===== src/rtl/fp_compare_vec_if.sv =====
// fp_compare_vec_if: operand beat and result handshake bus.
// master = upstream/downstream driver, slave = comparator.
interface fp_compare_vec_if #(
    parameter int WE  = 11,
    parameter int WF  = 22,
    parameter int NCH = 3
);
    localparam int W = WE + WF + 3;

    logic             in_valid;
    logic             in_ready;
    logic [NCH*W-1:0] in_a;
    logic [NCH*W-1:0] in_b;
    logic [NCH*3-1:0] in_mode;
    logic             out_valid;
    logic             out_ready;
    logic [NCH-1:0]   out_flag;
    logic [NCH*W-1:0] out_val;
    logic [NCH-1:0]   out_unord;
    logic             nan_clr;
    logic [NCH-1:0]   nan_seen;

    modport master (
        output in_valid, in_a, in_b, in_mode, out_ready, nan_clr,
        input  in_ready, out_valid, out_flag, out_val, out_unord,
        input  nan_seen
    );

    modport slave (
        input  in_valid, in_a, in_b, in_mode, out_ready, nan_clr,
        output in_ready, out_valid, out_flag, out_val, out_unord,
        output nan_seen
    );
endinterface


===== src/rtl/fp_compare_vec.sv =====
// fp_compare_vec: 2-stage multi-channel FloPoCo compare/min/max.
// Sticky per-channel NaN status enabled by FPCMP_STICKY_NAN_EN.
module fp_compare_vec #(
    parameter int WE  = 11,
    parameter int WF  = 22,
    parameter int NCH = 3
) (
    input logic             clk,
    input logic             rst,
    fp_compare_vec_if.slave bus
);
    localparam int W  = WE + WF + 3;
    localparam int KW = WE + WF + 2;

    logic             adv;
    logic             s1_v;
    logic [NCH-1:0]   d_anan, d_bnan, d_lt, d_eq, d_zz, d_sa, d_sb;
    logic [NCH-1:0]   s1_anan, s1_bnan, s1_lt, s1_eq, s1_zz;
    logic [NCH-1:0]   s1_sa, s1_sb;
    logic [NCH*W-1:0] s1_a, s1_b;
    logic [NCH*3-1:0] s1_mode;
    logic [NCH-1:0]   nx_flag, nx_unord;
    logic [NCH*W-1:0] nx_val;
    logic             out_v;
    logic [NCH-1:0]   o_flag, o_unord;
    logic [NCH*W-1:0] o_val;

    assign adv           = !out_v || bus.out_ready;
    assign bus.in_ready  = adv;
    assign bus.out_valid = out_v;
    assign bus.out_flag  = o_flag;
    assign bus.out_val   = o_val;
    assign bus.out_unord = o_unord;

    for (genvar c = 0; c < NCH; c++) begin : g_ch
        logic [W-1:0]  a, b;
        logic [KW-1:0] ka, kb;
        logic [2:0]    m;
        logic          un, lt, eq, gt, selb, flag;
        logic [W-1:0]  val;

        assign a = bus.in_a[c*W +: W];
        assign b = bus.in_b[c*W +: W];

        // zero and inf carry no payload: blank exp/frac in the key
        assign ka = a[W-2] ? {a[W-1:W-2], a[WE+WF-1:0]}
                           : {a[W-1:W-2], {(WE+WF){1'b0}}};
        assign kb = b[W-2] ? {b[W-1:W-2], b[WE+WF-1:0]}
                           : {b[W-1:W-2], {(WE+WF){1'b0}}};

        assign d_anan[c] = &a[W-1:W-2];
        assign d_bnan[c] = &b[W-1:W-2];
        assign d_lt[c]   = ka < kb;
        assign d_eq[c]   = ka == kb;
        assign d_zz[c]   = (ka == '0) && (kb == '0);
        assign d_sa[c]   = a[W-3];
        assign d_sb[c]   = b[W-3];

        always_comb begin
            m    = s1_mode[c*3 +: 3];
            un   = s1_anan[c] || s1_bnan[c];
            lt   = 1'b0;
            eq   = 1'b0;
            flag = 1'b0;
            val  = '0;
            if (s1_zz[c]) begin
                eq = 1'b1;
            end else if (s1_sa[c] != s1_sb[c]) begin
                lt = s1_sa[c];
            end else if (!s1_sa[c]) begin
                lt = s1_lt[c];
                eq = s1_eq[c];
            end else begin
                lt = !s1_lt[c] && !s1_eq[c];
                eq = s1_eq[c];
            end
            gt   = !lt && !eq;
            // MIN takes B when A > B, MAX when A < B; NaN A is kept
            selb = un ? !s1_anan[c] : (m[0] ? lt : gt);
            unique case (m)
                3'b000:  flag = !un && lt;
                3'b001:  flag = !un && (lt || eq);
                3'b010:  flag = !un && gt;
                3'b011:  flag = !un && (gt || eq);
                3'b100:  flag = !un && eq;
                3'b101:  flag = un || !eq;
                default: begin
                    flag = selb;
                    val  = selb ? s1_b[c*W +: W] : s1_a[c*W +: W];
                end
            endcase
        end

        assign nx_flag[c]         = flag;
        assign nx_unord[c]        = un;
        assign nx_val[c*W +: W]   = val;
    end

    always_ff @(posedge clk or negedge rst) begin
        if (!rst) begin
            s1_v    <= 1'b0;
            s1_anan <= '0;
            s1_bnan <= '0;
            s1_lt   <= '0;
            s1_eq   <= '0;
            s1_zz   <= '0;
            s1_sa   <= '0;
            s1_sb   <= '0;
            s1_a    <= '0;
            s1_b    <= '0;
            s1_mode <= '0;
            out_v   <= 1'b0;
            o_flag  <= '0;
            o_val   <= '0;
            o_unord <= '0;
        end else if (adv) begin
            s1_v    <= bus.in_valid;
            s1_anan <= d_anan;
            s1_bnan <= d_bnan;
            s1_lt   <= d_lt;
            s1_eq   <= d_eq;
            s1_zz   <= d_zz;
            s1_sa   <= d_sa;
            s1_sb   <= d_sb;
            s1_a    <= bus.in_a;
            s1_b    <= bus.in_b;
            s1_mode <= bus.in_mode;
            out_v   <= s1_v;
            o_flag  <= nx_flag;
            o_val   <= nx_val;
            o_unord <= nx_unord;
        end
    end

`ifdef FPCMP_STICKY_NAN_EN
    logic [NCH-1:0] seen;

    // set wins over a simultaneous clear
    always_ff @(posedge clk or negedge rst) begin
        if (!rst) begin
            seen <= '0;
        end else begin
            seen <= (seen & ~{NCH{bus.nan_clr}})
                  | ({NCH{out_v && bus.out_ready}} & o_unord);
        end
    end

    assign bus.nan_seen = seen;
`else
    logic unused_clr;
    assign unused_clr   = bus.nan_clr;
    assign bus.nan_seen = '0;
`endif
endmodule


===== src/flat_wrapper.sv =====
// flat-port wrapper written by rule: the top's interface ports become plain ports
module fp_compare_vec_flat 
#(
    parameter int WE  = 11,
    parameter int WF  = 22,
    parameter int NCH = 3
)
  (clk, rst, bus_in_valid, bus_in_a, bus_in_b, bus_in_mode, bus_out_ready, bus_nan_clr, bus_in_ready, bus_out_valid, bus_out_flag, bus_out_val, bus_out_unord, bus_nan_seen);
  fp_compare_vec_if #(.WE(WE), .WF(WF), .NCH(NCH)) bus_i ();
  input logic clk;
  input logic rst;
  input wire logic [$bits(bus_i.in_valid)-1:0] bus_in_valid;
  input wire logic [$bits(bus_i.in_a)-1:0] bus_in_a;
  input wire logic [$bits(bus_i.in_b)-1:0] bus_in_b;
  input wire logic [$bits(bus_i.in_mode)-1:0] bus_in_mode;
  input wire logic [$bits(bus_i.out_ready)-1:0] bus_out_ready;
  input wire logic [$bits(bus_i.nan_clr)-1:0] bus_nan_clr;
  output wire logic [$bits(bus_i.in_ready)-1:0] bus_in_ready;
  output wire logic [$bits(bus_i.out_valid)-1:0] bus_out_valid;
  output wire logic [$bits(bus_i.out_flag)-1:0] bus_out_flag;
  output wire logic [$bits(bus_i.out_val)-1:0] bus_out_val;
  output wire logic [$bits(bus_i.out_unord)-1:0] bus_out_unord;
  output wire logic [$bits(bus_i.nan_seen)-1:0] bus_nan_seen;
  assign bus_i.in_valid = bus_in_valid;
  assign bus_i.in_a = bus_in_a;
  assign bus_i.in_b = bus_in_b;
  assign bus_i.in_mode = bus_in_mode;
  assign bus_i.out_ready = bus_out_ready;
  assign bus_i.nan_clr = bus_nan_clr;
  assign bus_in_ready = bus_i.in_ready;
  assign bus_out_valid = bus_i.out_valid;
  assign bus_out_flag = bus_i.out_flag;
  assign bus_out_val = bus_i.out_val;
  assign bus_out_unord = bus_i.out_unord;
  assign bus_nan_seen = bus_i.nan_seen;
  fp_compare_vec #(.WE(WE), .WF(WF), .NCH(NCH)) u_core (.clk(clk), .rst(rst), .bus(bus_i));
endmodule

===== config.mk =====
export PLATFORM = sky130hd
export DESIGN_NAME = fp_compare_vec_flat
export DESIGN_NICKNAME = d
export VERILOG_FILES = /design/src/rtl/fp_compare_vec_if.sv /design/src/rtl/fp_compare_vec.sv /design/src/flat_wrapper.sv
export SDC_FILE = /design/constraint.sdc
export NUM_CORES = 1
export LEC_CHECK = 0
export ABC_AREA = 1
export ABC_CLOCK_PERIOD_IN_PS = 2050
export BUFFER_PORTS_ARGS = -buffer_cell sky130_fd_sc_hd__buf_2
export CAP_MARGIN = 20
export CELL_PAD_IN_SITES_DETAIL_PLACEMENT = 0
export CELL_PAD_IN_SITES_GLOBAL_PLACEMENT = 1
export CORE_MARGIN = 10
export CORE_UTILIZATION = 32
export CTS_CLUSTER_SIZE = 25
export DETAILED_ROUTE_END_ITERATION = 8
export PLACE_DENSITY_LB_ADDON = 0.3
export SYNTH_ARGS = -nofsm -noshare
export SYNTH_HDL_FRONTEND = slang
export SYNTH_SLANG_ARGS = --single-unit

===== constraint.sdc =====
create_clock -name clk -period 2.05 [get_ports clk]
set_input_delay 0.41 -clock clk [delete_from_list [all_inputs] [get_ports clk]]
set_output_delay 0.41 -clock clk [all_outputs]
set_load 0.005 [all_outputs]

==> flow_summary.yaml <==
timing:
  fin_skew_ns: 0.0174
  relSlewSlack_pct: 63.0
  period_needed_ns: 1.95
  timing.fmax_mhz: 514
  tightest_slew_ns: 0.555
  setup-violations-final: 0
  fin_crit_sh_pct: 94.9
  rsz0062_at_grt: "no"
  hold_violations: 0
  final_max_slew_viol_count: 0
synthesis:
  synth_edf_count: 0
  ys_types: 33
  synth_flop_cell: "dfrtp_1"
  yosys_warnings: 0
  synthTopCellsByArea: "dfrtp_1, nand2_1, inv_1"
  synth_area_mm2: 0.0191
  async_flop_share_pct: 100
  ys_seq_area_share_pct: 46.5
  yosysTopAreaCell: "dfrtp_1"
  syn_area_per_cell_um2: 7.48
  yosys_register_bits: 356
  syn_inst: 2561
  yosys.area.top_type_share_pct: 46.5
layout:
  utilization_pct: 40.2
  nets: 3255
  drive_above_1_share_pct: 17.8
  most-common-layout-cells: "nand2_1, inv_1, dfrtp_1, buf_2, o21ai_0"
  area_growth_pct: 24.1
  final_common_cell: "nand2_1"
  fin_area_mm2: 0.0238
min_path:
  hold_depth: 3
  worstHoldEndpoint: "u_core.s1_mode[5]"
  min_from: "bus_in_mode[5]"
  hp-class: "input pin to flip-flop"
die:
  coreArea_mm2: 0.0591
  die_area_mm2: 0.0700
  die_h_um: 265
  initial_core_util_pct: 32.4
  ios: 349
  rows: 89
  die_w_um: 265
critical_path:
  r2r-start: "u_core.bus.out_valid"
  critical_path_arrival_ns: 1.54
  end_kind: "output pin"
  rrSetupSlack_ns: 0.21
  worst-path-max-fanout: 4
  cp.required_ns: 1.64
  startpoint_type: "flip-flop"
  r2r_cells: 8
  path_class: "flip-flop to output pin"
  worst_r2r_endpoint: "u_core.s1_eq[2]"
clock_network:
  ctsHtreeMaxLevel: 2
  cts_tree: "yes"
  cts_buffers: 43
  clk_path_buf_depth: 3
  cts.sink_count: 356
  clk_pin_slew_worst_paths_ns: 0.05
  clockRootBuffer: "clkbuf_16"
  clk_latency_ns: 0.56
power_and_ir_drop:
  ir_drop_v: 0.000533
  combPwrFrac_pct: 24.0
  switching_share_pct: 31.7
  intPower_mw: 14.3
  p_leak_nw: 13.8
  pwr-share-clk_pct: 36.3
  power.switching_mw: 6.65
  power_frac_seq_pct: 39.7
  cellPowerDensity_mw_per_mm2: 883
  p_total_mw: 21.0
global_route:
  grt_max_degree: 89
  grt_util_all_layers_pct: 17.7
  grt_pass1_wl_um: 100000
  grt_antenna_before_repair: 6
  grt_pass1_vias: 17900
  grt_overflow: 0
drt:
  route.detailed.drc: 0
  first_iter_violations: 1134
  viasPerCell: 4.67
  drt_wl_total_um: 63300
  firstDrtPassIters: 6
  routed-via-count: 17400
  wire_per_inst_um: 17.0
  antenna_left: 0
placement:
  globalplace.congestion: 0.844
  placed_area_mm2: 0.0222
  post-dp-hpwl_um: 45600
  portBuffers: 344
outcome:
  status: "complete, no violations"
run:
  maxCapViolCount: 0
-- synth_stat cells, types with 4 or more instances --
| master | n |
|---|---|
| nand4_1 | 28 |
| inv_1 | 392 |
| nand3_1 | 236 |
| nor4_1 | 6 |
| a21o_1 | 6 |
| buf_1 | 9 |
| buf_4 | 8 |
| nor2_1 | 43 |
| nor3_1 | 10 |
| buf_6 | 14 |
| buf_2 | 24 |
| clkbuf_1 | 80 |
| o22ai_1 | 4 |
| o21ai_1 | 4 |
| nand2_1 | 925 |
| ha_1 | 105 |
| o21ai_0 | 244 |
| a21oi_1 | 45 |
| nand2_2 | 4 |
| dfrtp_1 | 356 |
-- per-stage QoR --
| stage | setup TNS (ns) | instances | hold slack, ns | setup WS (ns) |
|---|---|---|---|---|
| floorplan | 0 | 2563 | 0.114 | 0.0494 |
| global placement | 0 | 3634 | 0.276 | 0.00277 |
| detailed placement | -0.0204 | 3634 | 0.275 | -0.0144 |
| CTS | -0.0258 | 3715 | 0.0307 | -0.0258 |
| global route | 0 | 3721 | 0.0497 | 0.0171 |
| finish | 0 | 3722 | 0.0616 | 0.104 |
-- worst max path at each step --
stage,depth (start not counted),startpoint,to,slack [ns]
floorplan,11,bus_in_b[106],u_core.s1_lt[2],0.05
global placement,12,bus_in_a[106],u_core.s1_lt[2],0.003
detailed placement,12,bus_in_a[34],u_core.s1_lt[0],-0.01
CTS,5,u_core.bus.out_valid,bus_in_ready,-0.03
global route,5,u_core.bus.out_valid,bus_in_ready,0.02
finish,5,u_core.bus.out_valid,bus_in_ready,0.10
-- state kept, by name (all words and copies together), names as in the netlist, 9 cells and up --
| register | count |
|---|---|
| u_core.s1_b | 108 |
| u_core.s1_a | 108 |
| u_core.s1_mode | 9 |
| u_core.bus.out_val | 108 |
-- per-layer routing --
metal	part of all wire, %	GRT usage [%]	up-vias	routed length [um]
li1	-	-	8682	-
met1	45	22.7	8180	28200
met2	46	29.0	411	29400
met3	6.3	4.40	103	3980
met4	2.7	5.75	8	1710
met5	0.063	0	-	40
-- repair_timing --
item | in CTS | in global routing
cloned | 1 | 1
setup buffers | 7 | 4
hold buffers | 1 | 0
endpoints found under the setup margin | 1 | 36
pin swaps | 2 | 1
gates resized for setup | 2 | 4
hold endpoints to repair | 123 | 0
-- power by group through the flow --
stage | registers [mW] | logic [mW] | clock network (mW)
3_3_place_gp | 8.44 | 4.94 | 0
2_1_floorplan | 8.40 | 2.89 | 0
6_report | 8.34 | 5.04 | 7.61
3_5_place_dp | 8.46 | 5.01 | 0
4_1_cts | 8.34 | 5.09 | 7.83
5_1_grt | 8.43 | 5.76 | 8.14
-- final cells by class --
cell class | instances | area [um2]
clock buffer | 66 | 1290
multi-input combinational | 1677 | 8110
clock inverter | 6 | 82.6
antenna | 2 | 5.00
sequential | 356 | 8910
fill | 6157 | 35400
timing repair inverter | 2 | 20.0
timing repair buffer | 445 | 2870
tap | 773 | 967
inverter | 395 | 1510
-- kinds of logic (layout without fill, tap and decap cells) --
family,Yosys count,in the layout,share of synthesized area [%]
and+or+nand+nor,1261,1261,27.1
buffers and inverters,530,914,11.3
DFF,356,356,46.5
AOI/OAI and AO/OA,308,308,8.23
adders and majority gates,105,105,6.86
other,1,5,0.0196
-- critical path: stages, from the launching register on --
cell	delay, ns
dfrtp_1	0.34
inv_1	0.06
nor2_4	0.21
buf_12	0.17
clkinv_16	0.05
buf_4	0.14
Note: power is estimated with default switching activity, not from simulation.
